$ cat src/rtl/axi2apb_bus1.sv
// AXI4 to APB bridge for the Bus[1] peripheral segment (UART1, PRCI, DMI, GPIO, DDR, PnP).
// Optional PREADY watchdog enabled by defining AXI2APB_BUS1_TIMEOUT_EN.

package axi2apb_bus1_pkg;

   localparam int CFG_ADDR_BITS = 48;
   localparam int CFG_ID_BITS = 5;
   localparam int CFG_BUS1_PSLV_TOTAL = 6;

   localparam int CFG_BUS1_PSLV_UART1 = 0;
   localparam int CFG_BUS1_PSLV_PRCI = 1;
   localparam int CFG_BUS1_PSLV_DMI = 2;
   localparam int CFG_BUS1_PSLV_GPIO = 3;
   localparam int CFG_BUS1_PSLV_DDR = 4;
   localparam int CFG_BUS1_PSLV_PNP = 5;

   typedef struct packed {
      logic [CFG_ADDR_BITS-1:0] addr_start;
      logic [CFG_ADDR_BITS-1:0] addr_end;
   } mapinfo_type;

   localparam mapinfo_type CFG_BUS1_MAP [CFG_BUS1_PSLV_TOTAL] = '{
      '{48'h0000_0001_0000, 48'h0000_0001_1000},
      '{48'h0000_0001_2000, 48'h0000_0001_3000},
      '{48'h0000_0001_E000, 48'h0000_0001_F000},
      '{48'h0000_0006_0000, 48'h0000_0006_1000},
      '{48'h0000_000C_0000, 48'h0000_000C_1000},
      '{48'h0000_000F_F000, 48'h0000_0010_0000}
   };

   typedef struct packed {
      logic aw_valid;
      logic [CFG_ADDR_BITS-1:0] aw_addr;
      logic [7:0] aw_len;
      logic [2:0] aw_size;
      logic [1:0] aw_burst;
      logic [2:0] aw_prot;
      logic [CFG_ID_BITS-1:0] aw_id;
      logic aw_user;
      logic w_valid;
      logic [63:0] w_data;
      logic [7:0] w_strb;
      logic w_last;
      logic b_ready;
      logic ar_valid;
      logic [CFG_ADDR_BITS-1:0] ar_addr;
      logic [7:0] ar_len;
      logic [2:0] ar_size;
      logic [1:0] ar_burst;
      logic [2:0] ar_prot;
      logic [CFG_ID_BITS-1:0] ar_id;
      logic ar_user;
      logic r_ready;
   } axi4_slave_in_type;

   typedef struct packed {
      logic aw_ready;
      logic w_ready;
      logic b_valid;
      logic [1:0] b_resp;
      logic [CFG_ID_BITS-1:0] b_id;
      logic b_user;
      logic ar_ready;
      logic r_valid;
      logic [1:0] r_resp;
      logic [63:0] r_data;
      logic r_last;
      logic [CFG_ID_BITS-1:0] r_id;
      logic r_user;
   } axi4_slave_out_type;

   typedef struct packed {
      logic [31:0] paddr;
      logic [2:0] pprot;
      logic pselx;
      logic penable;
      logic pwrite;
      logic [31:0] pwdata;
      logic [3:0] pstrb;
   } apb_in_type;

   typedef struct packed {
      logic pready;
      logic [31:0] prdata;
      logic pslverr;
   } apb_out_type;

   typedef apb_in_type [CFG_BUS1_PSLV_TOTAL-1:0] bus1_apb_in_vector;
   typedef apb_out_type [CFG_BUS1_PSLV_TOTAL-1:0] bus1_apb_out_vector;

endpackage

module axi2apb_bus1
   import axi2apb_bus1_pkg::*;
#(
   parameter int async_reset = 0,
   parameter int CFG_TIMEOUT_CYCLES = 256
) (
   input logic i_clk,
   input logic i_rst,
   input axi4_slave_in_type i_xslvi,
   output axi4_slave_out_type o_xslvo,
   input bus1_apb_out_vector i_apbo,
   output bus1_apb_in_vector o_apbi
);

   typedef enum logic [2:0] {
      s_idle,
      s_wdata,
      s_setup,
      s_access,
      s_out
   } state_t;

   state_t state;
   state_t state_n;

   logic [CFG_ADDR_BITS-1:0] addr;
   logic [CFG_ADDR_BITS-1:0] addr_d;
   logic [CFG_ADDR_BITS-1:0] adv_addr;
   logic [7:0] len;
   logic [2:0] size;
   logic [2:0] size_d;
   logic [1:0] burst;
   logic [2:0] prot;
   logic [CFG_ID_BITS-1:0] id;
   logic user;
   logic is_write;
   logic [7:0] beat_cnt;
   logic half;
   logic [2:0] idx;
   logic dec_err;
   logic beat_err;
   logic [1:0] wresp;
   logic [63:0] wdata;
   logic [7:0] wstrb;
   logic [63:0] rdata;

   logic hit_d;
   logic [2:0] idx_d;
   logic accept_ar;
   logic accept_aw;
   logic take_w;
   logic start_beat;
   logic apb_done;
   logic next_half;
   logic advance;
   logic last;
   logic sel_pready;
   logic [1:0] beat_resp;
   logic [1:0] wresp_fin;
   logic [31:0] cap_data;
   logic cap_err;
   logic tmo_hit;
   logic unused_bits;

   assign unused_bits = ^{i_xslvi.w_last, 1'(async_reset),
                          1'(CFG_TIMEOUT_CYCLES)};

   assign last = (beat_cnt == len);
   assign sel_pready = i_apbo[idx].pready;
   assign beat_resp = dec_err ? 2'b11 : (beat_err ? 2'b10 : 2'b00);
   assign wresp_fin = (beat_resp > wresp) ? beat_resp : wresp;
   assign adv_addr = (burst == 2'b00) ? addr :
                     {addr[CFG_ADDR_BITS-1:12], addr[11:0] + (12'd1 << size)};

`ifdef AXI2APB_BUS1_TIMEOUT_EN
   logic [31:0] tmo_cnt;

   assign tmo_hit = (state == s_access) && !sel_pready &&
                    (tmo_cnt == 32'(CFG_TIMEOUT_CYCLES - 1));

   // PREADY watchdog: counts Access cycles, cleared in every Setup
   always_ff @(posedge i_clk or posedge i_rst) begin
      if (i_rst) begin
         tmo_cnt <= '0;
      end else if (state == s_setup) begin
         tmo_cnt <= '0;
      end else if (state == s_access) begin
         tmo_cnt <= tmo_cnt + 32'd1;
      end
   end
`else
   assign tmo_hit = 1'b0;
`endif

   assign cap_data = tmo_hit ? 32'hDEAD_C0DE : i_apbo[idx].prdata;
   assign cap_err = tmo_hit | i_apbo[idx].pslverr;

   // Next address and size as they will be registered this cycle
   always_comb begin
      addr_d = addr;
      size_d = size;
      if (accept_ar) begin
         addr_d = i_xslvi.ar_addr;
         size_d = i_xslvi.ar_size;
      end else if (accept_aw) begin
         addr_d = i_xslvi.aw_addr;
         size_d = i_xslvi.aw_size;
      end else if (advance) begin
         addr_d = adv_addr;
      end
   end

   // Address decode against the Bus[1] map, full mapinfo width
   always_comb begin
      hit_d = 1'b0;
      idx_d = '0;
      for (int i = 0; i < CFG_BUS1_PSLV_TOTAL; i++) begin
         if (addr_d >= CFG_BUS1_MAP[i].addr_start &&
             addr_d < CFG_BUS1_MAP[i].addr_end) begin
            hit_d = 1'b1;
            idx_d = 3'(i);
         end
      end
   end

   // Transfer sequencing: next state and per-cycle control strobes
   always_comb begin
      state_n = state;
      accept_ar = 1'b0;
      accept_aw = 1'b0;
      take_w = 1'b0;
      start_beat = 1'b0;
      apb_done = 1'b0;
      next_half = 1'b0;
      advance = 1'b0;
      unique case (state)
         s_idle: begin
            if (i_xslvi.ar_valid) begin
               accept_ar = 1'b1;
               start_beat = 1'b1;
            end else if (i_xslvi.aw_valid) begin
               accept_aw = 1'b1;
               state_n = s_wdata;
            end
         end
         s_wdata: begin
            if (i_xslvi.w_valid) begin
               take_w = 1'b1;
               start_beat = 1'b1;
            end
         end
         s_setup: begin
            state_n = s_access;
         end
         s_access: begin
            if (sel_pready || tmo_hit) begin
               apb_done = 1'b1;
               if (size == 3'd3 && !half) begin
                  next_half = 1'b1;
                  state_n = s_setup;
               end else begin
                  state_n = s_out;
               end
            end
         end
         s_out: begin
            if (!is_write) begin
               if (i_xslvi.r_ready) begin
                  if (last) begin
                     state_n = s_idle;
                  end else begin
                     advance = 1'b1;
                     start_beat = 1'b1;
                  end
               end
            end else if (!last) begin
               advance = 1'b1;
               state_n = s_wdata;
            end else if (i_xslvi.b_ready) begin
               state_n = s_idle;
            end
         end
         default: begin
            state_n = s_idle;
         end
      endcase
      if (start_beat) begin
         state_n = hit_d ? s_setup : s_out;
      end
   end

   // State register
   always_ff @(posedge i_clk or posedge i_rst) begin
      if (i_rst) begin
         state <= s_idle;
      end else begin
         state <= state_n;
      end
   end

   // Transaction context, beat bookkeeping and data capture
   always_ff @(posedge i_clk or posedge i_rst) begin
      if (i_rst) begin
         addr <= '0;
         len <= '0;
         size <= '0;
         burst <= '0;
         prot <= '0;
         id <= '0;
         user <= 1'b0;
         is_write <= 1'b0;
         beat_cnt <= '0;
         half <= 1'b0;
         idx <= '0;
         dec_err <= 1'b0;
         beat_err <= 1'b0;
         wresp <= '0;
         wdata <= '0;
         wstrb <= '0;
         rdata <= '0;
      end else begin
         addr <= addr_d;
         if (accept_ar) begin
            len <= i_xslvi.ar_len;
            size <= i_xslvi.ar_size;
            burst <= i_xslvi.ar_burst;
            prot <= i_xslvi.ar_prot;
            id <= i_xslvi.ar_id;
            user <= i_xslvi.ar_user;
            is_write <= 1'b0;
            beat_cnt <= '0;
            wresp <= '0;
         end else if (accept_aw) begin
            len <= i_xslvi.aw_len;
            size <= i_xslvi.aw_size;
            burst <= i_xslvi.aw_burst;
            prot <= i_xslvi.aw_prot;
            id <= i_xslvi.aw_id;
            user <= i_xslvi.aw_user;
            is_write <= 1'b1;
            beat_cnt <= '0;
            wresp <= '0;
         end
         if (take_w) begin
            wdata <= i_xslvi.w_data;
            wstrb <= i_xslvi.w_strb;
         end
         if (advance) begin
            beat_cnt <= beat_cnt + 8'd1;
            wresp <= wresp_fin;
         end
         if (start_beat) begin
            idx <= idx_d;
            dec_err <= !hit_d;
            beat_err <= 1'b0;
            half <= (size_d == 3'd3) ? 1'b0 : addr_d[2];
            if (!hit_d) begin
               rdata <= '0;
            end
         end
         if (next_half) begin
            half <= 1'b1;
         end
         if (apb_done) begin
            beat_err <= beat_err | cap_err;
            if (size <= 3'd2) begin
               rdata <= {cap_data, cap_data};
            end else if (half) begin
               rdata[63:32] <= cap_data;
            end else begin
               rdata[31:0] <= cap_data;
            end
         end
      end
   end

   // APB drive: only the decoded slave sees pselx, in Setup and Access
   always_comb begin
      o_apbi = '0;
      if (state == s_setup || state == s_access) begin
         o_apbi[idx].pselx = 1'b1;
         o_apbi[idx].penable = (state == s_access);
         o_apbi[idx].pwrite = is_write;
         o_apbi[idx].paddr = {addr[31:3], half, 2'b00};
         o_apbi[idx].pwdata = half ? wdata[63:32] : wdata[31:0];
         o_apbi[idx].pstrb = half ? wstrb[7:4] : wstrb[3:0];
         o_apbi[idx].pprot = prot;
      end
   end

   // AXI response and ready signalling
   always_comb begin
      o_xslvo = '0;
      o_xslvo.ar_ready = (state == s_idle) && !i_rst;
      o_xslvo.aw_ready = (state == s_idle) && !i_rst && !i_xslvi.ar_valid;
      o_xslvo.w_ready = (state == s_wdata);
      if (state == s_out && !is_write) begin
         o_xslvo.r_valid = 1'b1;
         o_xslvo.r_data = rdata;
         o_xslvo.r_resp = beat_resp;
         o_xslvo.r_last = last;
         o_xslvo.r_id = id;
         o_xslvo.r_user = user;
      end
      if (state == s_out && is_write && last) begin
         o_xslvo.b_valid = 1'b1;
         o_xslvo.b_resp = wresp_fin;
         o_xslvo.b_id = id;
         o_xslvo.b_user = user;
      end
   end

endmodule

$ cat config.mk
export PLATFORM = sky130hd
export DESIGN_NAME = axi2apb_bus1
export DESIGN_NICKNAME = d
export VERILOG_FILES = /design/src/rtl/axi2apb_bus1.sv
export SDC_FILE = /design/constraint.sdc
export NUM_CORES = 1
export LEC_CHECK = 0
export ABC_AREA = 1
export CORE_AREA = 3 3 373 375
export CTS_BUF_LIST = sky130_fd_sc_hd__clkbuf_4 sky130_fd_sc_hd__clkbuf_8 sky130_fd_sc_hd__clkbuf_16
export DETAILED_ROUTE_END_ITERATION = 8
export DIE_AREA = 0 0 376 378
export SYNTH_ARGS = -nofsm -noshare
export SYNTH_HDL_FRONTEND = slang
export SYNTH_SLANG_ARGS = --single-unit
export TNS_END_PERCENT = 10
$ cat constraint.sdc
create_clock -name i_clk -period 19.5 [get_ports i_clk]
set_input_delay 3.9 -clock i_clk [delete_from_list [all_inputs] [get_ports i_clk]]
set_output_delay 3.9 -clock i_clk [all_outputs]
set_load 0.05 [all_outputs]
-- Word level (Yosys, flattened, before mapping)
Cells that the tools add are included.
- flip-flop bits (word level): 226
- bits of input ports: 424
- output and inout bits: 530
- logic and storage cells: 184
- add/subtract/negate cells: 2
- magnitude comparators: 16
- equal/unequal tests: 14
- shift-type cells: 1
- multiplexer cells: 106
- bitwise logic cells: 1
- reduce and logical (&&, ||, !) cells: 26
- operators with widths (cell ; number):
    bitwise mux 444 bit ; 6
    demux 74 bit (select 3 bit) ; 7
    two-way mux 444 bit ; 1
    two-way mux 64 bit ; 4
    two-way mux 74 bit ; 2
    >= comparator 48 x 17 -> 1 bit (second input constant) ; 3
    less-than comparator 48 x 17 -> 1 bit (second input constant) ; 3
    binary-select mux 34 bit (select 3 bit) ; 1
    >= comparator 48 x 20 -> 1 bit (second input constant) ; 2
    two-way mux 32 bit ; 3
    two-way mux 48 bit ; 2
    two-way mux 3 bit ; 19
    >= comparator 48 x 19 -> 1 bit (second input constant) ; 1
    less-than comparator 48 x 19 -> 1 bit (second input constant) ; 1
    less-than comparator 48 x 20 -> 1 bit (second input constant) ; 1
    less-than comparator 48 x 21 -> 1 bit (second input constant) ; 1
    two-way mux 42 bit ; 1
    two-way mux 8 bit ; 5
    two-way mux 39 bit ; 1
    two-way mux 38 bit ; 1
    two-way mux 37 bit ; 1
    two-way mux 36 bit ; 1
    two-way mux 34 bit ; 1
    two-way mux 1 bit ; 33
    other kinds (31) ; 65

-- Logic depth before layout (Yosys ltp)
- depth after elaboration: 21
- mapped depth: 20
- gate-level depth less buffers: 17

-- Worst setup path before layout
Ideal clock, no wire load.
- kind: input port to output port
- start point: input port i_xslvi[71] (netlist bit)
- end point: output port o_xslvo[85] (netlist bit)
- data arrival time: 4997 ps
- required time: 15600 ps
- path slack: 10603 ps
- stages on the path: 1
- buffers on the path: 0
- cells stage by stage: nor3_1
- word-level cells in the longest chain between the ends: 2
- RTL lines (item ; RTL line ; text):
    start: declaration ; 101 ; input axi4_slave_in_type i_xslvi,
    zero test 1 bit ; 387 ; o_xslvo.aw_ready = (state == s_idle) && !i_rst && !i_xslvi.ar_valid;
    logical AND 1 bit ; 387 ;
    end: declaration ; 102 ; output axi4_slave_out_type o_xslvo,
No other way between the ends.

==> key figures <==
GRT
  • Met1 Usage GRT: 18.9%
  • Initial antenna violation count: 26
  • First-pass GRT wire length: between 100000 and 150000 microns
  • Most crowded layer after global routing: met2
  • Met2 usage: 24.0%
  • Pin count of the biggest net entering global routing: about 100
  • Total Routing Usage GR: 14.7%
  • Total grt overflow: 0
  • M3 GR Usage: about 3.8%
  • Vias in the first global route: 17900

Logic synthesis
  • Synth Cell Area: 14800 sq um
  • Avg Cell Area, Syn: 6.90 sq um
  • Synth top area share: between 30% and 40%
  • Main area contributors after synthesis: dfrtp_1 (38%), nor2_1 (16%), nand2_1 (9.8%), inv_1 (5.5%), mux2_2 (4.6%)
  • Largest area contributor in the netlist: dfrtp_1
  • Async S/R FF share, synth: 100%
  • Synth Instances: 2143
  • Main synth FF type: dfrtp_1
  • #FFs+latches synth: 226
  • Synth Warn #: 0
  • Post-synthesis sequential area ratio: 38.3%
  • EDFF count, synth: 0
  • Post-synthesis cell type count: 47

Finish
  • Area Overhead vs Synth: 85.0%
  • Finished Core Util: approximately a fifth
  • Total of fill cells in the finished design: 15300
  • Area of the multi-input gates: 7700 sq um
  • Final net count: 3467
  • Reg area: 5660 sq um
  • Share of layout cells above drive strength 1: 7.31%

Detailed routing
  • Via count: 18500
  • Routed wire length: approximately 110000 microns
  • Via density: about 3.8
  • DRT iter0 DRCs: between 1000 and 1500
  • Post-route ant nets: 0
  • DR WL/cell: roughly 23 microns
  • Remaining DRCs: 0
  • DRT Pass-1 Iters: 5

Worst setup path
  • Worst Path Arrival: 5.51 ns
  • Max FO, Critical Path: 3
  • WP data required: about 16 ns
  • Launch point of the worst reg-to-reg path: state[0]$_DFFE_PP0P_
  • Startpoint Class: primary input
  • Worst setup EP type: output port
  • Crit path from: i_xslvi[71]
  • Setup CP Type: in -> out

CTS
  • Max H-tree Level: 2
  • CTS tree: done
  • Total CTS buffers: 34
  • CTS Buffer Depth: 3
  • Reg clk slew, reported paths: 0.06 ns
  • CTS root buf: clkbuf_16
  • Postcts setup bufs: 0
  • Post-cts resize count: 0
  • CTS Hold Bufs: 0
  • Clock tree sinks: around 230
  • Insertion delay to the later sink of the worst-skew pair: 0.58 ns

Floorplan
  • I/O pin count: 954
  • Die area: 142000 sq um
  • FP Rows: 135
  • Die extent in y: 378 microns
  • Core area: about 140000 sq um
  • Die X: 376 microns
  • Initial Utilization: 10.9%

Placement
  • Routability congestion estimate: 0.864
  • Pre-CTS setup slack: 10.12 ns
  • Buffers on Ports: 940
  • Dpl hpwl: around 90000 microns

Timing
  • Slew Limit Headroom: 15.1%
  • Tmin final: 9.41 ns
  • Worst Tran Pin Value: between 1 and 1.5 ns
  • RSZ-0062 raised after global routing: no
  • Fin Setup TNS: 0 ns
  • Fin. Hold Viols: 0
  • Slew Limit Fails: 0
  • Final worst setup slack: 10.09 ns
  • # setup viols final: 0
  • Max Clock Freq: approximately 110 MHz
  • Crit share post-route: about half
  • Skew final: just over 0.04 ns

Pwr
  • PwrDens: 117 nW/um^2
  • Peak VDD IR: roughly 0.000063 V
  • Leak pwr: 0.0111 uW

Outcome
  • Status: completed

Worst hold path
  • Hold wc startpoint: rdata[63]$_DFF_PP0_
  • Hold crit path type: reg -> reg

Job
  • Max-cap violation count: 0
## power by group
group          switching, uW  total (uW)  internal (uW)
combinational           1330        1820            493
clock                    262         647            385
sequential               106         745            639
total                   1690        3210           1520
## placed cells by master (no fill, tap or decap), types with 10 or more instances in the layout
| cell type | n |
|---|---|
| nand3_1 | 100 |
| nand3_2 | 28 |
| nand2_1 | 385 |
| nor3_1 | 13 |
| diode_2 | 13 |
| mux2i_1 | 24 |
| inv_1 | 212 |
| mux2_2 | 60 |
| clkbuf_16 | 35 |
| a22oi_1 | 56 |
| o21ai_1 | 10 |
| buf_4 | 41 |
| o21ai_0 | 61 |
| a21oi_1 | 31 |
| ha_1 | 12 |
| nand4_1 | 34 |
| inv_2 | 10 |
| nor2_1 | 644 |
| o22ai_1 | 21 |
| dfrtp_1 | 225 |
| clkdlybuf4s50_1 | 940 |
| conb_1 | 12 |
## sequential cells by signal, summed over array words and instances, names as in the netlist, 2 cells and up
signal	count
wresp	2
idx	3
rdata	64
size	3
beat_cnt	8
wstrb	8
state	3
len	8
id	5
burst	2
prot	3
addr	48
wdata	64
## cell families after synthesis
kind of cell | count (synthesis) | synth area share [%]
flops | 226 | 38.3
xor+xnor | 12 | 0.711
compound gates | 215 | 9.17
fa+ha+maj | 13 | 1.15
mux | 84 | 6.20
buf+inv | 372 | 10.3
other cells | 1 | 0.0254
simple gates | 1220 | 34.2
## through the flow
step | power [uW] | cell area (sq um) | cells | hold WS, ns
5_1_grt | 3420 | 27300 | 4835 | 0.509
3_3_place_gp | 2580 | 26200 | 4775 | 0.483
4_1_cts | 3280 | 27300 | 4833 | 0.500
6_report | 3210 | 27300 | 4846 | 0.496
2_1_floorplan | 1710 | 14800 | 2154 | 0.454
3_5_place_dp | 2600 | 26200 | 4775 | 0.487
## cell usage after synthesis, types with 13 or more instances
master	n
mux2_2	60
o22ai_1	21
buf_2	16
nand2_1	386
inv_1	215
clkbuf_1	102
o21ai_0	61
nand3_2	29
nand4_1	34
nor3_1	15
nor2_1	644
nand3_1	100
buf_4	13
dfrtp_1	226
mux2i_1	24
a21oi_1	33
a22oi_1	56
## final timing paths
kind	end	slack, ns	cells after the start
hold reg to reg	rdata[63]$_DFF_PP0_	0.50	2
max in group asynchronous	rdata[59]$_DFF_PP0_	14.01	3
setup reg to reg	rdata[52]$_DFF_PP0_	14.47	15
min in group asynchronous	addr[45]$_DFF_PP0_	3.95	2
setup / recovery	o_xslvo[85]	10.09	3
hold / removal	rdata[63]$_DFF_PP0_	0.50	2
## critical path, stage by stage
cell and delay [ns]:
clkdlybuf4s50_1 0.54, nor3_1 0.24, clkdlybuf4s50_1 0.83
## final cells by class
| type | count | area share, % |
|---|---|---|
| antenna | 13 | 0.119 |
| multi-input combinational | 1556 | 28.2 |
| timing repair buffer | 981 | 35.5 |
| clock inverter | 15 | 0.631 |
| sequential | 226 | 20.7 |
| inverter | 231 | 3.24 |
| clock buffer | 43 | 3.47 |
| tap | 1781 | 8.15 |
## layer usage
metal	vias up	wire, microns
met5	-	69
met4	10	3530
met3	137	8230
met2	880	51100
met1	8971	48000
li1	8548	-
Note: power is estimated with default switching activity, not from simulation.
